===== src/rtl/sdp_ram_fifo_ctrl_if.sv =====
// Ready/valid stream bundle for sdp_ram_fifo_ctrl: producer push side and consumer pop side.
// The controller takes the slave view; the producer/consumer pair takes the master view.
interface sdp_ram_fifo_ctrl_if #(
  parameter int DATA_WIDTH = 32
);
  logic                  push;
  logic [DATA_WIDTH-1:0] push_data;
  logic                  push_ready;
  logic                  pop_valid;
  logic [DATA_WIDTH-1:0] pop_data;
  logic                  pop;

  modport master (
    output push, push_data, pop,
    input  push_ready, pop_valid, pop_data
  );

  modport slave (
    input  push, push_data, pop,
    output push_ready, pop_valid, pop_data
  );
endinterface


===== src/rtl/sdp_ram_fifo_ctrl.sv =====
// FIFO controller wrapping an external simple-dual-port RAM, with a skid buffer behind the read pipeline.
// Optional occupancy output enabled by defining SDP_RAM_FIFO_COUNT_EN.
module sdp_ram_fifo_ctrl #(
  parameter  int ADDR_WIDTH   = 10,
  parameter  int NUM_COL      = 4,
  parameter  int COL_WIDTH    = 8,
  parameter  int READ_LATENCY = 2,
  localparam int DATA_WIDTH   = NUM_COL * COL_WIDTH
) (
  input  logic                  clk,
  input  logic                  rst,
  sdp_ram_fifo_ctrl_if.slave    fifo,
  output logic                  ram_a_en,
  output logic [NUM_COL-1:0]    ram_a_wbe,
  output logic [DATA_WIDTH-1:0] ram_a_wdata,
  output logic [ADDR_WIDTH-1:0] ram_a_addr,
  output logic                  ram_b_en,
  output logic [ADDR_WIDTH-1:0] ram_b_addr,
  input  logic [DATA_WIDTH-1:0] ram_b_rdata
`ifdef SDP_RAM_FIFO_COUNT_EN
  ,
  output logic [ADDR_WIDTH+1:0] occupancy
`endif
);

  localparam int SKID_DEPTH = READ_LATENCY + 1;
  localparam int SKID_AW    = (SKID_DEPTH > 1) ? $clog2(SKID_DEPTH) : 1;
  localparam int SCW        = $clog2(SKID_DEPTH + 1);
  localparam int CRW        = $clog2(2 * SKID_DEPTH + 1);
  localparam logic [ADDR_WIDTH:0] RAM_DEPTH = (ADDR_WIDTH+1)'(1) << ADDR_WIDTH;

  function automatic logic [CRW-1:0] popcount(input logic [READ_LATENCY-1:0] v);
    logic [CRW-1:0] n;
    n = '0;
    for (int i = 0; i < READ_LATENCY; i++) begin
      n = n + CRW'(v[i]);
    end
    return n;
  endfunction

  function automatic logic [SKID_AW-1:0] skid_next(input logic [SKID_AW-1:0] idx);
    return (idx == SKID_AW'(SKID_DEPTH - 1)) ? '0 : idx + SKID_AW'(1);
  endfunction

  logic [ADDR_WIDTH-1:0]   r_wr_ptr;
  logic [ADDR_WIDTH-1:0]   r_rd_ptr;
  logic [ADDR_WIDTH:0]     r_ram_count;
  logic [READ_LATENCY-1:0] r_inflight;
  logic [DATA_WIDTH-1:0]   r_skid [SKID_DEPTH];
  logic [SKID_AW-1:0]      r_skid_head;
  logic [SKID_AW-1:0]      r_skid_tail;
  logic [SCW-1:0]          r_skid_count;

  logic                    w_push_ready;
  logic                    w_accept;
  logic                    w_issue;
  logic                    w_capture;
  logic                    w_pop_valid;
  logic                    w_pop_fire;
  logic [CRW-1:0]          w_credit_used;
  logic [READ_LATENCY-1:0] w_inflight_nxt;

  // Push side: RAM region has room while fewer than 2**ADDR_WIDTH entries are resident
  assign w_push_ready = r_ram_count < RAM_DEPTH;
  assign w_accept     = fifo.push & w_push_ready;

  // Read credit counts landed and in-flight entries; a pop this cycle does not free credit,
  // which keeps the consumer's pop off the RAM read-enable path.
  assign w_credit_used = CRW'(r_skid_count) + popcount(r_inflight);
  assign w_issue       = (r_ram_count != '0) && (w_credit_used < CRW'(SKID_DEPTH));
  assign w_capture     = r_inflight[READ_LATENCY-1];

  assign w_pop_valid = (r_skid_count != '0);
  assign w_pop_fire  = fifo.pop & w_pop_valid;

  always_comb begin
    w_inflight_nxt    = r_inflight << 1;
    w_inflight_nxt[0] = w_issue;
  end

  // Control state: pointers, RAM occupancy and read-pipeline tracking
  always_ff @(posedge clk) begin
    if (rst) begin
      r_wr_ptr    <= '0;
      r_rd_ptr    <= '0;
      r_ram_count <= '0;
      r_inflight  <= '0;
    end else begin
      r_inflight <= w_inflight_nxt;
      if (w_accept) begin
        r_wr_ptr <= r_wr_ptr + ADDR_WIDTH'(1);
      end
      if (w_issue) begin
        r_rd_ptr <= r_rd_ptr + ADDR_WIDTH'(1);
      end
      case ({w_accept, w_issue})
        2'b10:   r_ram_count <= r_ram_count + (ADDR_WIDTH+1)'(1);
        2'b01:   r_ram_count <= r_ram_count - (ADDR_WIDTH+1)'(1);
        default: r_ram_count <= r_ram_count;
      endcase
    end
  end

  // Skid buffer control: circular head/tail with an explicit count
  always_ff @(posedge clk) begin
    if (rst) begin
      r_skid_head  <= '0;
      r_skid_tail  <= '0;
      r_skid_count <= '0;
    end else begin
      if (w_capture) begin
        r_skid_tail <= skid_next(r_skid_tail);
      end
      if (w_pop_fire) begin
        r_skid_head <= skid_next(r_skid_head);
      end
      case ({w_capture, w_pop_fire})
        2'b10:   r_skid_count <= r_skid_count + SCW'(1);
        2'b01:   r_skid_count <= r_skid_count - SCW'(1);
        default: r_skid_count <= r_skid_count;
      endcase
    end
  end

  // Skid storage is data only and is never cleared
  always_ff @(posedge clk) begin
    if (w_capture) begin
      r_skid[r_skid_tail] <= ram_b_rdata;
    end
  end

  assert property (@(posedge clk) disable iff (rst)
    !(w_capture && !w_pop_fire && (r_skid_count == SCW'(SKID_DEPTH))));

`ifdef SDP_RAM_FIFO_COUNT_EN
  logic [ADDR_WIDTH+1:0] r_occupancy;

  // Entries only enter at accept and leave at pop; internal moves keep the total
  always_ff @(posedge clk) begin
    if (rst) begin
      r_occupancy <= '0;
    end else begin
      case ({w_accept, w_pop_fire})
        2'b10:   r_occupancy <= r_occupancy + (ADDR_WIDTH+2)'(1);
        2'b01:   r_occupancy <= r_occupancy - (ADDR_WIDTH+2)'(1);
        default: r_occupancy <= r_occupancy;
      endcase
    end
  end

  assign occupancy = r_occupancy;
`endif

  assign fifo.push_ready = w_push_ready;
  assign fifo.pop_valid  = w_pop_valid;
  assign fifo.pop_data   = r_skid[r_skid_head];

  assign ram_a_en    = w_accept;
  assign ram_a_wbe   = '1;
  assign ram_a_wdata = fifo.push_data;
  assign ram_a_addr  = r_wr_ptr;
  assign ram_b_en    = w_issue;
  assign ram_b_addr  = r_rd_ptr;

endmodule

===== src/flat_wrapper.sv =====
// flat-port wrapper written by rule: the top's interface ports become plain ports
module sdp_ram_fifo_ctrl_flat 
#(
  parameter  int ADDR_WIDTH   = 10,
  parameter  int NUM_COL      = 4,
  parameter  int COL_WIDTH    = 8,
  parameter  int READ_LATENCY = 2,
  localparam int DATA_WIDTH   = NUM_COL * COL_WIDTH
)
  (clk, rst, ram_a_en, ram_a_wbe, ram_a_wdata, ram_a_addr, ram_b_en, ram_b_addr, ram_b_rdata, fifo_push, fifo_push_data, fifo_pop, fifo_push_ready, fifo_pop_valid, fifo_pop_data);
  sdp_ram_fifo_ctrl_if fifo_i ();
  input  logic clk;
  input  logic rst;
  output logic ram_a_en;
  output logic [NUM_COL-1:0] ram_a_wbe;
  output logic [DATA_WIDTH-1:0] ram_a_wdata;
  output logic [ADDR_WIDTH-1:0] ram_a_addr;
  output logic ram_b_en;
  output logic [ADDR_WIDTH-1:0] ram_b_addr;
  input  logic [DATA_WIDTH-1:0] ram_b_rdata;
  input wire logic [$bits(fifo_i.push)-1:0] fifo_push;
  input wire logic [$bits(fifo_i.push_data)-1:0] fifo_push_data;
  input wire logic [$bits(fifo_i.pop)-1:0] fifo_pop;
  output wire logic [$bits(fifo_i.push_ready)-1:0] fifo_push_ready;
  output wire logic [$bits(fifo_i.pop_valid)-1:0] fifo_pop_valid;
  output wire logic [$bits(fifo_i.pop_data)-1:0] fifo_pop_data;
  assign fifo_i.push = fifo_push;
  assign fifo_i.push_data = fifo_push_data;
  assign fifo_i.pop = fifo_pop;
  assign fifo_push_ready = fifo_i.push_ready;
  assign fifo_pop_valid = fifo_i.pop_valid;
  assign fifo_pop_data = fifo_i.pop_data;
  sdp_ram_fifo_ctrl #(.ADDR_WIDTH(ADDR_WIDTH), .NUM_COL(NUM_COL), .COL_WIDTH(COL_WIDTH), .READ_LATENCY(READ_LATENCY)) u_core (.clk(clk), .rst(rst), .fifo(fifo_i), .ram_a_en(ram_a_en), .ram_a_wbe(ram_a_wbe), .ram_a_wdata(ram_a_wdata), .ram_a_addr(ram_a_addr), .ram_b_en(ram_b_en), .ram_b_addr(ram_b_addr), .ram_b_rdata(ram_b_rdata));
endmodule

===== config.mk =====
export PLATFORM = sky130hd
export DESIGN_NAME = sdp_ram_fifo_ctrl_flat
export DESIGN_NICKNAME = d
export VERILOG_FILES = /design/src/rtl/sdp_ram_fifo_ctrl_if.sv /design/src/rtl/sdp_ram_fifo_ctrl.sv /design/src/flat_wrapper.sv
export SDC_FILE = /design/constraint.sdc
export NUM_CORES = 1
export LEC_CHECK = 0
export ABC_AREA = 1
export CAP_MARGIN = 10
export CORE_MARGIN = 5
export CORE_UTILIZATION = 47
export DETAILED_ROUTE_END_ITERATION = 16
export PLACE_DENSITY_LB_ADDON = 0.08
export SKIP_LAST_GASP = 1
export SLEW_MARGIN = 5
export SYNTH_ARGS = -nofsm -noshare
export SYNTH_HDL_FRONTEND = slang
export SYNTH_SLANG_ARGS = --single-unit

===== constraint.sdc =====
create_clock -name clk -period 6.89 [get_ports clk]
set_input_delay 1.378 -clock clk [delete_from_list [all_inputs] [get_ports clk]]
set_output_delay 1.378 -clock clk [all_outputs]
set_load 0.005 [all_outputs]

== After elaboration in Yosys (flattened, before gate mapping) ==
Memory sizes are Yosys's and may differ from the RTL's. A register that Yosys moved wholly into a read port is not among the register bits.
Cells that the tools add are included.
W data, S select, Z words.
Storage, ports and cells
  register bits after elaboration: 39
  memory bits (writable): 96
  output and inout bits: 92
  logic and storage cells: 41
  memories kept: 1
Memories
  u_core.r_skid: depth 3, bits a word 32, rd ports 1, clocked after Yosys merged registers in 1, wr ports 1, RTL line sdp_ram_fifo_ctrl.sv:49  | logic [DATA_WIDTH-1:0] r_skid [SKID_DEPTH];
Cells by class
  $add $sub $neg: 10
  magnitude comparators: 2
  eq/ne operators: 6
  muxes and demuxes: 8
  bitwise logic cells: 2
  reduce and logical (&&, ||, !) cells: 5
Operators with widths (count)
  $pmux W11 S2: 1
  $add A10 B1 Y10 const B: 2
  $add A11 B1 Y11 const B: 1
  $lt A11 B11 Y1 const B: 1
  $reduce_bool A11 Y1: 1
  $sub A11 B1 Y11 const B: 1
  $eq A2 B2 Y1 const B: 4
  $mux W2: 4
  $add A2 B1 Y2 const B: 3
  $reduce_bool A2 Y1: 3
  $eq A2 B1 Y1 const B: 2
  $pmux W2 S2: 1
  $add A2 B3 Y3: 1
  $lt A3 B2 Y1 const B: 1
  $add A1 B1 Y2: 1
  $and A1 B1 Y1: 2
  $mux W1: 2
  $sub A2 B1 Y2 const B: 1
  $logic_and A1 B1 Y1: 1

== Logic depth before layout (Yosys ltp) ==
  word-level depth: 6
  depth in mapped cells: 19
  depth with buffers taken out: 18

== Worst setup path after synthesis ==
Ideal clock, no wire load.
  path type: input to register
  from: input port fifo_push
  to: register u_core.r_ram_count[8]
  setup time: 0.109 ns
  arrival time: 3.042 ns
  required time: 6.781 ns
  path slack: 3.739 ns
  stages: 13
  buffers on the path: 0
  path through: inv_1 nor2_4 inv_1 ha_1 ha_1 a21oi_1 nor2_1 nor2_1 nand2_1 nand2_1 nand3_1 nand2_1 inv_1
Between the ends
  cells in the longest elaborated chain, start to end: 3
  elaborated cells between the ends (all ways): 5
  those cells by class: eq/ne: 2; mux: 1; bitwise: 1; reduce/logical: 1
RTL lines
  start, declared: RTL line flat_wrapper.sv:21  | input wire logic [$bits(fifo_i.push)-1:0] fifo_push;
  $and A1 B1 Y1 *: RTL line sdp_ram_fifo_ctrl.sv:65  | assign w_accept = fifo.push & w_push_ready;
  via ram_a_en: RTL line flat_wrapper.sv:14  | output logic ram_a_en;
  $eq A2 B1 Y1 / $eq A2 B2 Y1 (equally long branches): RTL line sdp_ram_fifo_ctrl.sv:96  | case ({w_accept, w_issue})
  $pmux W11 S2 / $reduce_bool A2 Y1 (equally long branches)
  end signal, assigned: RTL line sdp_ram_fifo_ctrl.sv:97  | 2'b10: r_ram_count <= r_ram_count + (ADDR_WIDTH+1)'(1);
  end signal, assigned: RTL line sdp_ram_fifo_ctrl.sv:98  | 2'b01: r_ram_count <= r_ram_count - (ADDR_WIDTH+1)'(1);
  end signal, assigned: RTL line sdp_ram_fifo_ctrl.sv:99  | default: r_ram_count <= r_ram_count;
  end, declared: RTL line sdp_ram_fifo_ctrl.sv:47  | logic [ADDR_WIDTH:0] r_ram_count;
The timed path passes the listed nets; every way through them passes the cells marked *.
A chain may end at the register's enable or synchronous reset.

== Final worst setup path ==
  from: register u_core.r_inflight[0]
  to: output port ram_b_en
Between the ends
  cells in the longest elaborated chain, start to end: 4
RTL lines
  start, declared: RTL line sdp_ram_fifo_ctrl.sv:48  | logic [READ_LATENCY-1:0] r_inflight;
  start signal, assigned: RTL line sdp_ram_fifo_ctrl.sv:89  | r_inflight <= w_inflight_nxt;
  $add A1 B1 Y2: RTL line sdp_ram_fifo_ctrl.sv:36  | n = n + CRW'(v[i]);
  $add A2 B3 Y3: RTL line sdp_ram_fifo_ctrl.sv:69  | assign w_credit_used = CRW'(r_skid_count) + popcount(r_inflight);
  $lt A3 B2 Y1: RTL line sdp_ram_fifo_ctrl.sv:70  | assign w_issue = (r_ram_count != '0) && (w_credit_used < CRW'(SKID_DEPTH));
  $logic_and A1 B1 Y1: RTL line sdp_ram_fifo_ctrl.sv:70
  end, declared: RTL line flat_wrapper.sv:18  | output logic ram_b_en;
Every way passes these cells.

==> out/results.tsv <==
stage	metric	value	unit
status	outcome	completed	
global_routing	use_met2	27.6	%
timing	fin_crit_sh	60.8	%
logic_synthesis	yosysSeqAreaShare	59.6	%
global_routing	track_usage	16.9	%
final_layout	final_area	7650	sq um
logic_synthesis	yosysUniqueCellTypes	33	
cts	post_cts_buffers	0	
critical_path	critical_path.max_stage_delay	560	ps
logic_synthesis	synthFlopType	edfxtp_1	
place	hpwl	8170	microns
detailed_routing	viasPerCell	4.98	
global_routing	globalRouteMet3Util	5.12	%
floorplan	initial_utilization	47.5	%
critical_path	cpMostUsedCell	ha_1	
final_layout	finalNetCount	771	
logic_synthesis	synth_top_area_cell	edfxtp_1	
timing	finalSetupViolations	0	
final_layout	fin_cells	875	
floorplan	io_pins	160	
logic_synthesis	synth_area	6210	sq um
critical_path	cp_max_fo	13	
cts	clk_latency	410	ps
final_layout	syn2layout_area_growth	23.1	%
cts	cts_resized	0	
place	port_buffers	91	
global_routing	antenna_found_initial	0	
critical_path	start_kind	register	
floorplan	die_w	125	microns
logic_synthesis	synth_common_cells	112 x nand2_1, 96 x edfxtp_1, 85 x a21oi_1, 78 x nor2_1, 47 x inv_1	
timing	hold_viol_final	0	
timing	finalSetupTns	0	ps
critical_path	path_buf_inv	2	
detailed_routing	drc_errors	0	
timing	finalCriticalPeriod	4190	ps
place	place.gp.congestion	0.857	
global_routing	grt_pass1_wl	21200	microns
timing	hold_slack	429	ps
logic_synthesis	synth_mux_area_share	0	%
cts	cts_made_buffers	17	
critical_path	crit_path_end_kind	output port	
pwr	vdd_drop_max	0.176	mV
timing	worstMarginPinSlew	1060	ps
global_routing	grt_max_degree	34	
logic_synthesis	yosysMostFrequentCell	nand2_1	
timing	fmax	0.239	GHz
floorplan	dieArea	15600	sq um
logic_synthesis	async_reset_ff_share	0	%
floorplan	rows	42	
cts	clkTransAtPathRegs	50	ps
global_routing	grt_util_met1	21.0	%
logic_synthesis	synth_fa_ha_area_share	3.67	%
final_layout	fillCellCount	1085	
logic_synthesis	ys_seq_elements	137	
detailed_routing	vias	4360	
detailed_routing	wl	12800	microns
logic_synthesis	synth_simple_gate_area_share	16.3	%
timing	skew	7.09	ps
critical_path	cp_cell_sequence	ha_1 > ha_1 > fa_1 > a21oi_1 > nand2_2 > inv_2 > clkdlybuf4s50_1	
critical_path	path_class	reg -> out	
timing	maxSlewHeadroom	29.3	%
cts	cts_max_level	4	
logic_synthesis	yosys-top-cells-area	edfxtp_1 46%, dfxtp_1 13%, a21oi_1 6.8%	
global_routing	top_usage_layer	met2	
detailed_routing	routedWlPerCell	14.7	microns
cts	cts.sinks	137	
logic_synthesis	synth_edf_count	96	
logic_synthesis	synth_top_family_by_area	simple AND/OR/NAND/NOR gates	
critical_path	crit_required	5510	ps
global_routing	grt_remaining_overflow	0	
detailed_routing	drtPass1Iterations	4	
cts	clockBufferDepth	2	
place	postPlaceCellArea	7060	sq um
final_layout	diodes	0	
global_routing	grt_pass1_vias	4320	
pwr	power.leakage	2.99	nW
critical_path	critPathTopFamily	adder cells	
timing	report.final.slew_viol_count	0	
final_layout	drive_above_1_share	8.87	%
cts	cts_tree	yes	
detailed_routing	antenna_left	0	
floorplan	core-area	13100	sq um
cts	ctsHoldBuffers	0	
logic_synthesis	synth_compound_area_share	9.83	%
cts	cts-root-buf	clkbuf_16	
place	place_inst	843	
logic_synthesis	postSynthAreaPerCell	9.99	sq um
logic_synthesis	yosysTopAreaCellShare	46.4	%
logic_synthesis	yosysWarnings	0	
floorplan	die_y	125	microns
timing	rsz0062_at_grt	false	
critical_path	slowest_stage	clkdlybuf4s50_1	
job	cap_violations	0	
critical_path	cp.arrival	2810	ps
logic_synthesis	synth_xor_area_share	1.69	%
pwr	power.density	428	nW/um^2
logic_synthesis	syn-instance-count	622	
detailed_routing	drtIter0Drc	338	
hold_path	hold_class	reg -> reg	
-- layout make-up --
class | count | area (sq um) | area share, %
well taps | 176 | 220 | 2.88
repair buffers | 98 | 963 | 12.6
clock buffers | 18 | 429 | 5.61
inverters | 51 | 191 | 2.50
clock inverters | 14 | 155 | 2.03
multi-input cells | 381 | 1990 | 26.0
flip-flops and latches | 137 | 3700 | 48.4
-- tightest hold or removal path, stage by stage, from the launching register on --
cell     delay (ps)
dfxtp_1         310
inv_1            50
nor2_1           30
-- registers in the layout (all words and copies together), names as in the netlist, named ones only --
signal and count:
u_core.r_skid 96, u_core.r_ram_count 11, u_core.ram_a_addr 10, u_core.ram_b_addr 10, u_core.r_inflight 2, u_core.r_skid_count 2, u_core.r_skid_head 2, u_core.r_skid_tail 2
-- cell families (layout without fill, tap and decap cells) --
logic type | after synthesis | after routing
DFF | 137 | 137
and+or+nand+nor | 235 | 235
adders and majority gates | 17 | 17
xor gates and xnor gates | 12 | 12
other | 1 | 4
buffers and inverters | 107 | 181
AOI/OAI and AO/OA | 113 | 113
-- report_power, final --
group | switching [mW] | internal, mW | total [mW]
Combinational | 0.758 | 0.570 | 1.33
Sequential | 0.0622 | 1.00 | 1.06
Clock | 0.321 | 0.563 | 0.884
Total | 1.14 | 2.13 | 3.27
-- layout by cell type (no fill, tap or decap), types with 5 or more instances in the layout --
master           instances
a21oi_1                 85
a21oi_2                  7
buf_4                    7
clkbuf_16               17
clkdlybuf4s50_1         91
clkinv_2                 5
dfxtp_1                 41
edfxtp_1                96
ha_1                    15
inv_1                   47
nand2_1                112
nand3_1                 22
nand4_1                  5
nor2_1                  77
o21ai_0                 12
xor2_1                   8
-- metrics by stage --
step	power (mW)	util, %	worst slack [ps]
6_report	3.27	58.5	2700
2_1_floorplan	1.94	-	3740
3_5_place_dp	2.42	54.0	2890
3_3_place_gp	2.40	54.0	2890
4_1_cts	3.31	58.5	2620
5_1_grt	3.52	58.5	2520
-- metal layers --
layer,up-vias,wire [microns]
met4,0,264
met3,24,661
met5,-,0
li1,2198,-
met1,2023,5730
met2,115,6170
-- worst paths after layout --
kind / depth (start not counted) / slack, ps / endpoint / from
hold / removal: 2 / 430 / u_core.r_inflight[1] / u_core.r_inflight[0]
setup reg to reg: 17 / 3190 / u_core.r_ram_count[8] / u_core.r_inflight[0]
setup / recovery: 7 / 2700 / ram_b_en / u_core.r_inflight[0]
hold reg to reg: 2 / 430 / u_core.r_inflight[1] / u_core.r_inflight[0]
Power figures use the tool's default switching activity.
